--- src/rtl/satd_diff_sequencer_pkg.sv ---
// Shared constants, FSM state encoding and lane-slicing helper for the
// SATD difference stage.
package satd_pkg;

   localparam int PIX_W  = 8;
   localparam int DIFF_W = PIX_W + 1;
   localparam int BLK_W  = 4;
   localparam int BLK_H  = 4;
   localparam int ADDR_W = 6;

   typedef enum logic [2:0] {
      IDLE = 3'd0,
      RD   = 3'd1,
      CAP  = 3'd2,
      OUT  = 3'd3,
      DONE = 3'd4
   } seq_state_t;

   // Low bit index of lane 'lane' in a flat vector of 'width'-bit lanes.
   function automatic int lane_lo(input int lane, input int width);
      return lane * width;
   endfunction

endpackage

--- src/rtl/satd_diff_sequencer_if.sv ---
// Row-buffer read port and difference-row stream of the SATD difference
// stage. master = sequencer side, slave = buffers / transform side.
interface satd_diff_sequencer_if #(
   parameter int PIX_W  = satd_pkg::PIX_W,
   parameter int BLK_W  = satd_pkg::BLK_W,
   parameter int BLK_H  = satd_pkg::BLK_H,
   parameter int ADDR_W = satd_pkg::ADDR_W
);
   localparam int DIFF_W = PIX_W + 1;
   localparam int ROW_W  = (BLK_H > 1) ? $clog2(BLK_H) : 1;

   logic                    mem_rd_en;
   logic [ADDR_W-1:0]       mem_addr;
   logic [BLK_W*PIX_W-1:0]  org_row;
   logic [BLK_W*PIX_W-1:0]  cur_row;
   logic                    out_valid;
   logic                    out_ready;
   logic [BLK_W*DIFF_W-1:0] out_diff;
   logic [ROW_W-1:0]        out_row;
   logic                    out_last;

   modport master (
      output mem_rd_en, mem_addr,
      input  org_row, cur_row,
      output out_valid, out_diff, out_row, out_last,
      input  out_ready
   );

   modport slave (
      input  mem_rd_en, mem_addr,
      output org_row, cur_row,
      input  out_valid, out_diff, out_row, out_last,
      output out_ready
   );
endinterface

--- src/rtl/satd_diff_sequencer_pixel_diff.sv ---
// One combinational difference lane: zero-extended org minus cur, which
// always fits in PIX_W+1 signed bits.
module pixel_diff #(
   parameter int PIX_W = satd_pkg::PIX_W
) (
   input  logic              [PIX_W-1:0] org,
   input  logic              [PIX_W-1:0] cur,
   output logic signed       [PIX_W:0]   diff
);
   assign diff = $signed({1'b0, org}) - $signed({1'b0, cur});
endmodule

--- src/rtl/satd_diff_sequencer.sv ---
// Row sequencer for the SATD difference stage: reads BLK_H rows from the
// org/cur block buffers, forms BLK_W signed lane differences per row and
// streams them to the Hadamard stage under valid/ready.
module satd_diff_sequencer #(
   parameter int PIX_W  = satd_pkg::PIX_W,
   parameter int BLK_W  = satd_pkg::BLK_W,
   parameter int BLK_H  = satd_pkg::BLK_H,
   parameter int ADDR_W = satd_pkg::ADDR_W
) (
   input  logic              clk,
   input  logic              rst,
   input  logic              start,
   input  logic              abort,
   input  logic [ADDR_W-1:0] blk_base,
   output logic              busy,
   output logic              done,
   satd_diff_sequencer_if.master bus
);
   import satd_pkg::*;

   localparam int DIFF_W = PIX_W + 1;
   localparam int ROW_W  = (BLK_H > 1) ? $clog2(BLK_H) : 1;

   localparam logic [2:0] ST_IDLE = IDLE;
   localparam logic [2:0] ST_RD   = RD;
   localparam logic [2:0] ST_CAP  = CAP;
   localparam logic [2:0] ST_OUT  = OUT;
   localparam logic [2:0] ST_DONE = DONE;

   logic [2:0]              state;
   logic [ADDR_W-1:0]       base;
   logic [ROW_W-1:0]        row_cnt;
   logic                    hs;
   logic                    last_row;
   logic                    rd_en;

   logic signed [DIFF_W-1:0] lane_diff_p0 [BLK_W];
   logic [BLK_W*DIFF_W-1:0]  diff_flat_p0;
   logic [BLK_W*DIFF_W-1:0]  diff_p1;
   logic [ROW_W-1:0]         row_p1;
   logic                     last_p1;

   // ---- stage p0: combinational lane differences of the returned row ----
   for (genvar i = 0; i < BLK_W; i++) begin : g_lane
      localparam int PLO = lane_lo(i, PIX_W);
      localparam int DLO = lane_lo(i, DIFF_W);
      pixel_diff #(.PIX_W(PIX_W)) u_diff (
         .org  (bus.org_row[PLO +: PIX_W]),
         .cur  (bus.cur_row[PLO +: PIX_W]),
         .diff (lane_diff_p0[i])
      );
      assign diff_flat_p0[DLO +: DIFF_W] = lane_diff_p0[i];
   end

   assign hs       = (state == ST_OUT) && bus.out_ready;
   assign last_row = (row_cnt == ROW_W'(BLK_H - 1));

   // Read strobe: the RD state, or the next row fetched in the handshake cycle.
   always_comb begin
      rd_en        = 1'b0;
      bus.mem_addr = '0;
      if (!abort && ((state == ST_RD) || (hs && !last_row)))
         rd_en = 1'b1;
      if (rd_en)
         bus.mem_addr = base + ADDR_W'(row_cnt) + ADDR_W'(state == ST_OUT);
   end

   assign bus.mem_rd_en = rd_en;
   assign bus.out_valid = (state == ST_OUT);
   assign busy          = (state != ST_IDLE);
   assign done          = (state == ST_DONE);

   // Control FSM; abort overrides every transition and returns to IDLE.
   always_ff @(posedge clk or negedge rst) begin
      if (!rst) begin
         state   <= ST_IDLE;
         base    <= '0;
         row_cnt <= '0;
      end else if (abort) begin
         state <= ST_IDLE;
      end else begin
         case (state)
            ST_IDLE: if (start) begin
               base    <= blk_base;
               row_cnt <= '0;
               state   <= ST_RD;
            end
            ST_RD:   state <= ST_CAP;
            ST_CAP:  state <= ST_OUT;
            ST_OUT:  if (hs) begin
               if (last_row) begin
                  state <= ST_DONE;
               end else begin
                  row_cnt <= row_cnt + 1'b1;
                  state   <= ST_CAP;
               end
            end
            ST_DONE: state <= ST_IDLE;
            default: state <= ST_IDLE;
         endcase
      end
   end

   // ---- stage p1: output row register, loaded in CAP, held through OUT ----
   always_ff @(posedge clk or negedge rst) begin
      if (!rst) begin
         diff_p1 <= '0;
         row_p1  <= '0;
         last_p1 <= 1'b0;
      end else if ((state == ST_CAP) && !abort) begin
         diff_p1 <= diff_flat_p0;
         row_p1  <= row_cnt;
         last_p1 <= last_row;
      end
   end

   assign bus.out_diff = diff_p1;
   assign bus.out_row  = row_p1;
   assign bus.out_last = last_p1;

endmodule

--- src/flat_wrapper.sv ---
// flat-port wrapper written by rule: the top's interface ports become plain ports
module satd_diff_sequencer_flat import satd_pkg::*;
#(
   parameter int PIX_W  = satd_pkg::PIX_W,
   parameter int BLK_W  = satd_pkg::BLK_W,
   parameter int BLK_H  = satd_pkg::BLK_H,
   parameter int ADDR_W = satd_pkg::ADDR_W
)
  (clk, rst, start, abort, blk_base, busy, done, bus_mem_rd_en, bus_mem_addr, bus_org_row, bus_cur_row, bus_out_valid, bus_out_diff, bus_out_row, bus_out_last, bus_out_ready);
  satd_diff_sequencer_if #(.PIX_W(PIX_W), .BLK_W(BLK_W), .BLK_H(BLK_H), .ADDR_W(ADDR_W)) bus_i ();
  input  logic clk;
  input  logic rst;
  input  logic start;
  input  logic abort;
  input  logic [ADDR_W-1:0] blk_base;
  output logic busy;
  output logic done;
  output wire logic [$bits(bus_i.mem_rd_en)-1:0] bus_mem_rd_en;
  output wire logic [$bits(bus_i.mem_addr)-1:0] bus_mem_addr;
  input wire logic [$bits(bus_i.org_row)-1:0] bus_org_row;
  input wire logic [$bits(bus_i.cur_row)-1:0] bus_cur_row;
  output wire logic [$bits(bus_i.out_valid)-1:0] bus_out_valid;
  output wire logic [$bits(bus_i.out_diff)-1:0] bus_out_diff;
  output wire logic [$bits(bus_i.out_row)-1:0] bus_out_row;
  output wire logic [$bits(bus_i.out_last)-1:0] bus_out_last;
  input wire logic [$bits(bus_i.out_ready)-1:0] bus_out_ready;
  assign bus_mem_rd_en = bus_i.mem_rd_en;
  assign bus_mem_addr = bus_i.mem_addr;
  assign bus_i.org_row = bus_org_row;
  assign bus_i.cur_row = bus_cur_row;
  assign bus_out_valid = bus_i.out_valid;
  assign bus_out_diff = bus_i.out_diff;
  assign bus_out_row = bus_i.out_row;
  assign bus_out_last = bus_i.out_last;
  assign bus_i.out_ready = bus_out_ready;
  satd_diff_sequencer #(.PIX_W(PIX_W), .BLK_W(BLK_W), .BLK_H(BLK_H), .ADDR_W(ADDR_W)) u_core (.clk(clk), .rst(rst), .start(start), .abort(abort), .blk_base(blk_base), .busy(busy), .done(done), .bus(bus_i));
endmodule
--- config.mk ---
export PLATFORM = sky130hd
export DESIGN_NAME = satd_diff_sequencer_flat
export DESIGN_NICKNAME = d
export VERILOG_FILES = /design/src/rtl/satd_diff_sequencer_pkg.sv /design/src/rtl/satd_diff_sequencer_if.sv /design/src/rtl/satd_diff_sequencer_pixel_diff.sv /design/src/rtl/satd_diff_sequencer.sv /design/src/flat_wrapper.sv
export SDC_FILE = /design/constraint.sdc
export NUM_CORES = 1
export LEC_CHECK = 0
export CAP_MARGIN = 20
export CORE_MARGIN = 2
export CORE_UTILIZATION = 47
export DETAILED_ROUTE_END_ITERATION = 10
export GPL_TIMING_DRIVEN = 0
export MAX_ROUTING_LAYER = met4
export PLACE_DENSITY = 0.88
export SYNTH_ARGS = -nofsm -noshare
export SYNTH_HDL_FRONTEND = slang
export SYNTH_SLANG_ARGS = --single-unit
--- constraint.sdc ---
create_clock -name clk -period 2.8 [get_ports clk]
set_clock_uncertainty 0.1 [all_clocks]
set_input_delay 0.56 -clock clk [delete_from_list [all_inputs] [get_ports clk]]
set_output_delay 0.56 -clock clk [all_outputs]
set_load 0.02 [all_outputs]
==> run summary <==
Initial antenna violation count: 0
Final worst slack: 0.0302 ns
Yosys reg bits: 50
RSZ-0062 raised after global routing: true
Combinational power share: 46.9%
Critical path type: flop to output pin
Rel. slew slack: 55.6%
Post-synthesis sequential area ratio: 33.9%
Max VDD drop: 0.000276 V
I/O pin cnt: 124
Final period utilization: 98.9%
Multi-input logic area: 2250 um^2
Hold Vio Cnt, Final: 0
Power density cells: 578 nW/um^2
CTS tree: yes
Vias in the first global route: 3705
Port bufs: 123
Main combinational cell family by area after synthesis: simple AND/OR/NAND/NOR gates
Routability cong.: 0.881
Syn_area_per_cell: 9.12 um^2
Critical path required time: 2.14 ns
Yosys top cell by area: dfrtp_1
Synth Area in XOR/XNOR: 1.90%
Maximum number of pins on one net before global-route repair: 40
Mux cell area share after synthesis: 2.68%
Compound-Gate Fraction of Synth Area: 17.9%
Net load switching power: 1130 uW
Total leakage power: 0.00236 uW
Placed Cells incl. Taps: 631
1st-iter DRT viols: 205
Area Overhead vs Synth: 42.8%
CP Data Arrival Time: 2.11 ns
Reg power frac: 35.7%
Mapped cell area: 3690 um^2
CP max FO: 5
Sw frac: 36.9%
Reg-to-reg critical path startpoint: u_core.state[2]
Fmax achieved: 0.361 GHz
Place WS: -0.320 ns
EDFF count, synth: 0
DRT Pass-1 Iters: 4
Main synth FF type: dfrtp_1
Yosys cell types: 46
DIE WIDTH: 92.7 um
Vias/cell: 5.68
Top post-synthesis cells by area: dfrtp_1, ha_1, inv_1
Drt wl/cell: 17.0 um
Mapped Nets: 520
Clk buf depth: 2
Row count: 32
Synth Area in Adders: 14.8%
Max Cap Violations: 0
Non-Filler Instances: 647
Post-route minimum period: 2.77 ns
Hold Buf Count CTS: 0
# setup viols final: 0
Vias: 3676
Crit path capture type: output pin
Worst hold path class: input port to async pin
Share of layout cells above drive strength 1: 10.6%
Layout net count: 659
CTS Buf Count: 5
Root buf cell: clkbuf_8
Outcome: finished clean
Starting Density: 48.1%
DP Wirelength: 8.03 mm
Core footprint: 7690 um^2
Max-slew violation count: 0
Sum Neg Setup Slack: 0 ns
Worst setup SP type: flop
Slew @ Worst Pin: 0.663 ns
Simple-gate share of the synthesized area: 22.7%
Clock Power Share: 17.3%
All-Layer GR Usage: 26.0%
Critical path startpoint: u_core.state[2]
Pwr Total: 3050 uW
First-pass GRT wire length: 17.4 mm
Power Internal: 1930 uW
Worst-path clk slew: 0.10 ns
CTS sink count: 50
Total grt overflow: 0
Die Ht: 92.7 um
Share of the synthesized area in the top cell type: 33.9%
H-tree Lvls: 2
Synth Warn #: 0
Seq. cell area: 1250 um^2
Die ar.: 8590 um^2
Clock Latency Late Sink: 0.31 ns
# diodes: 0
WL final: 11.0 mm
DRT antenna net count: 0
Synth Instances: 405
Hold Slack: 0.0191 ns
# DRC: 0
Share of flip-flops with an asynchronous set or reset: 100%
Layout fillers: 608
worst max-delay path: stages, from the launching register on:
cell	delay, ns
dfrtp_1	0.40
buf_6	0.14
nor2_4	0.12
fa_2	0.24
inv_2	0.05
fa_2	0.38
xor2_1	0.17
nor2_1	0.15
buf_4	0.17
cell families after synthesis:
group / after synthesis
xor gates and xnor gates: 8
DFF: 50
adders and majority gates: 40
buffers and inverters: 58
muxes: 9
and+or+nand+nor: 145
AOI/OAI and AO/OA: 95
timing repair:
item / 4_1_cts / 5_1_grt
setup buffers: 2 / 6
gates resized for setup: 27 / 10
pin swaps: 1 / 6
endpoints found under the setup margin: 7 / 27
routing by layer:
metal	GRT usage, %	share of wire [%]	wire length, um	up-vias
li1	-	-	-	1748
met1	32.4	42	4570	1768
met2	43.8	50	5440	148
met3	4.80	7.6	833	12
met4	7.23	1.2	133	0
met5	-	0	0	-
power by group through the flow:
stage | combinational, uW | sequential, uW | clock (uW)
floorplan | 486 | 1320 | 0
global placement | 1370 | 1090 | 0
detailed placement | 1410 | 1100 | 0
CTS | 1430 | 1090 | 534
global route | 1540 | 1120 | 572
finish | 1430 | 1090 | 529
registers in the layout, summed over array words and instances (netlist names):
name	cells
u_core.bus.out_diff	36
u_core.base	6
u_core.state	3
u_core.bus.out_row	2
u_core.row_cnt	2
u_core.bus.out_last	1
worst paths after layout:
kind | to | slack, ns | depth (start not counted)
setup reg to reg | u_core.bus.out_diff[14] | 0.25 | 8
hold / removal | u_core.bus.out_diff[30] | 0.02 | 1
min in group clk | u_core.bus.out_last | 0.40 | 2
hold reg to reg | u_core.bus.out_last | 0.40 | 2
max in group asynchronous | u_core.bus.out_diff[20] | 2.08 | 2
setup / recovery | bus_mem_addr[2] | 0.03 | 8
placed cells by master, fill, tap and decap left out, types with 3 or more instances in the layout:
cell,synthesis,layout
a21oi_1,4,4
buf_2,4,5
nor2_1,17,14
o31ai_1,12,12
o21a_1,14,14
a221oi_1,4,4
o21ai_0,28,28
nand3b_1,5,5
or4_1,3,3
a21o_1,5,5
o31a_1,8,8
nor2b_1,8,8
or4b_1,4,4
buf_4,0,11
clkdlybuf4s50_1,0,115
mux2_2,7,7
a211oi_1,9,9
nor3_1,12,12
xor2_1,7,7
or2_2,6,6
clkbuf_8,0,5
nor4b_1,5,5
dfrtp_1,50,48
nor3b_1,12,12
ha_1,34,34
clkbuf_1,7,5
inv_1,46,45
or3_1,7,7
nor3b_2,3,3
nand4_1,4,4
o211ai_1,3,3
o311a_1,3,3
nand2_1,33,32
nor4_1,4,4
nand2b_1,3,3
nand3_1,13,12
or3b_2,3,3
fa_1,6,4
Yosys cell counts, types with 5 or more instances:
cell type,count
ha_1,34
nor3b_1,12
nand3_1,13
fa_1,6
nor4b_1,5
mux2_2,7
a211oi_1,9
nor2_1,17
dfrtp_1,50
clkbuf_1,7
nor3_1,12
nand3b_1,5
o21a_1,14
xor2_1,7
inv_1,46
o21ai_0,28
nor2b_1,8
o31ai_1,12
o31a_1,8
or3_1,7
a21o_1,5
nand2_1,33
or2_2,6
cell type report:
cell class                 instances  area share [%]
clock inverter                     3           0.854
clock buffer                       5            1.30
tap                              102            2.42
timing repair buffer             132            24.6
multi-input combinational        297            42.7
sequential                        50            23.8
buffer                            12            1.14
inverter                          46            3.27
stage by stage:
stage / util [%] / instance area (um^2)
finish: 68.6 / 5280
global route: 68.6 / 5280
CTS: 67.8 / 5210
detailed placement: 66.0 / 5070
global placement: 65.8 / 5060
floorplan: - / 3700
(Power assumes the default switching activity.)
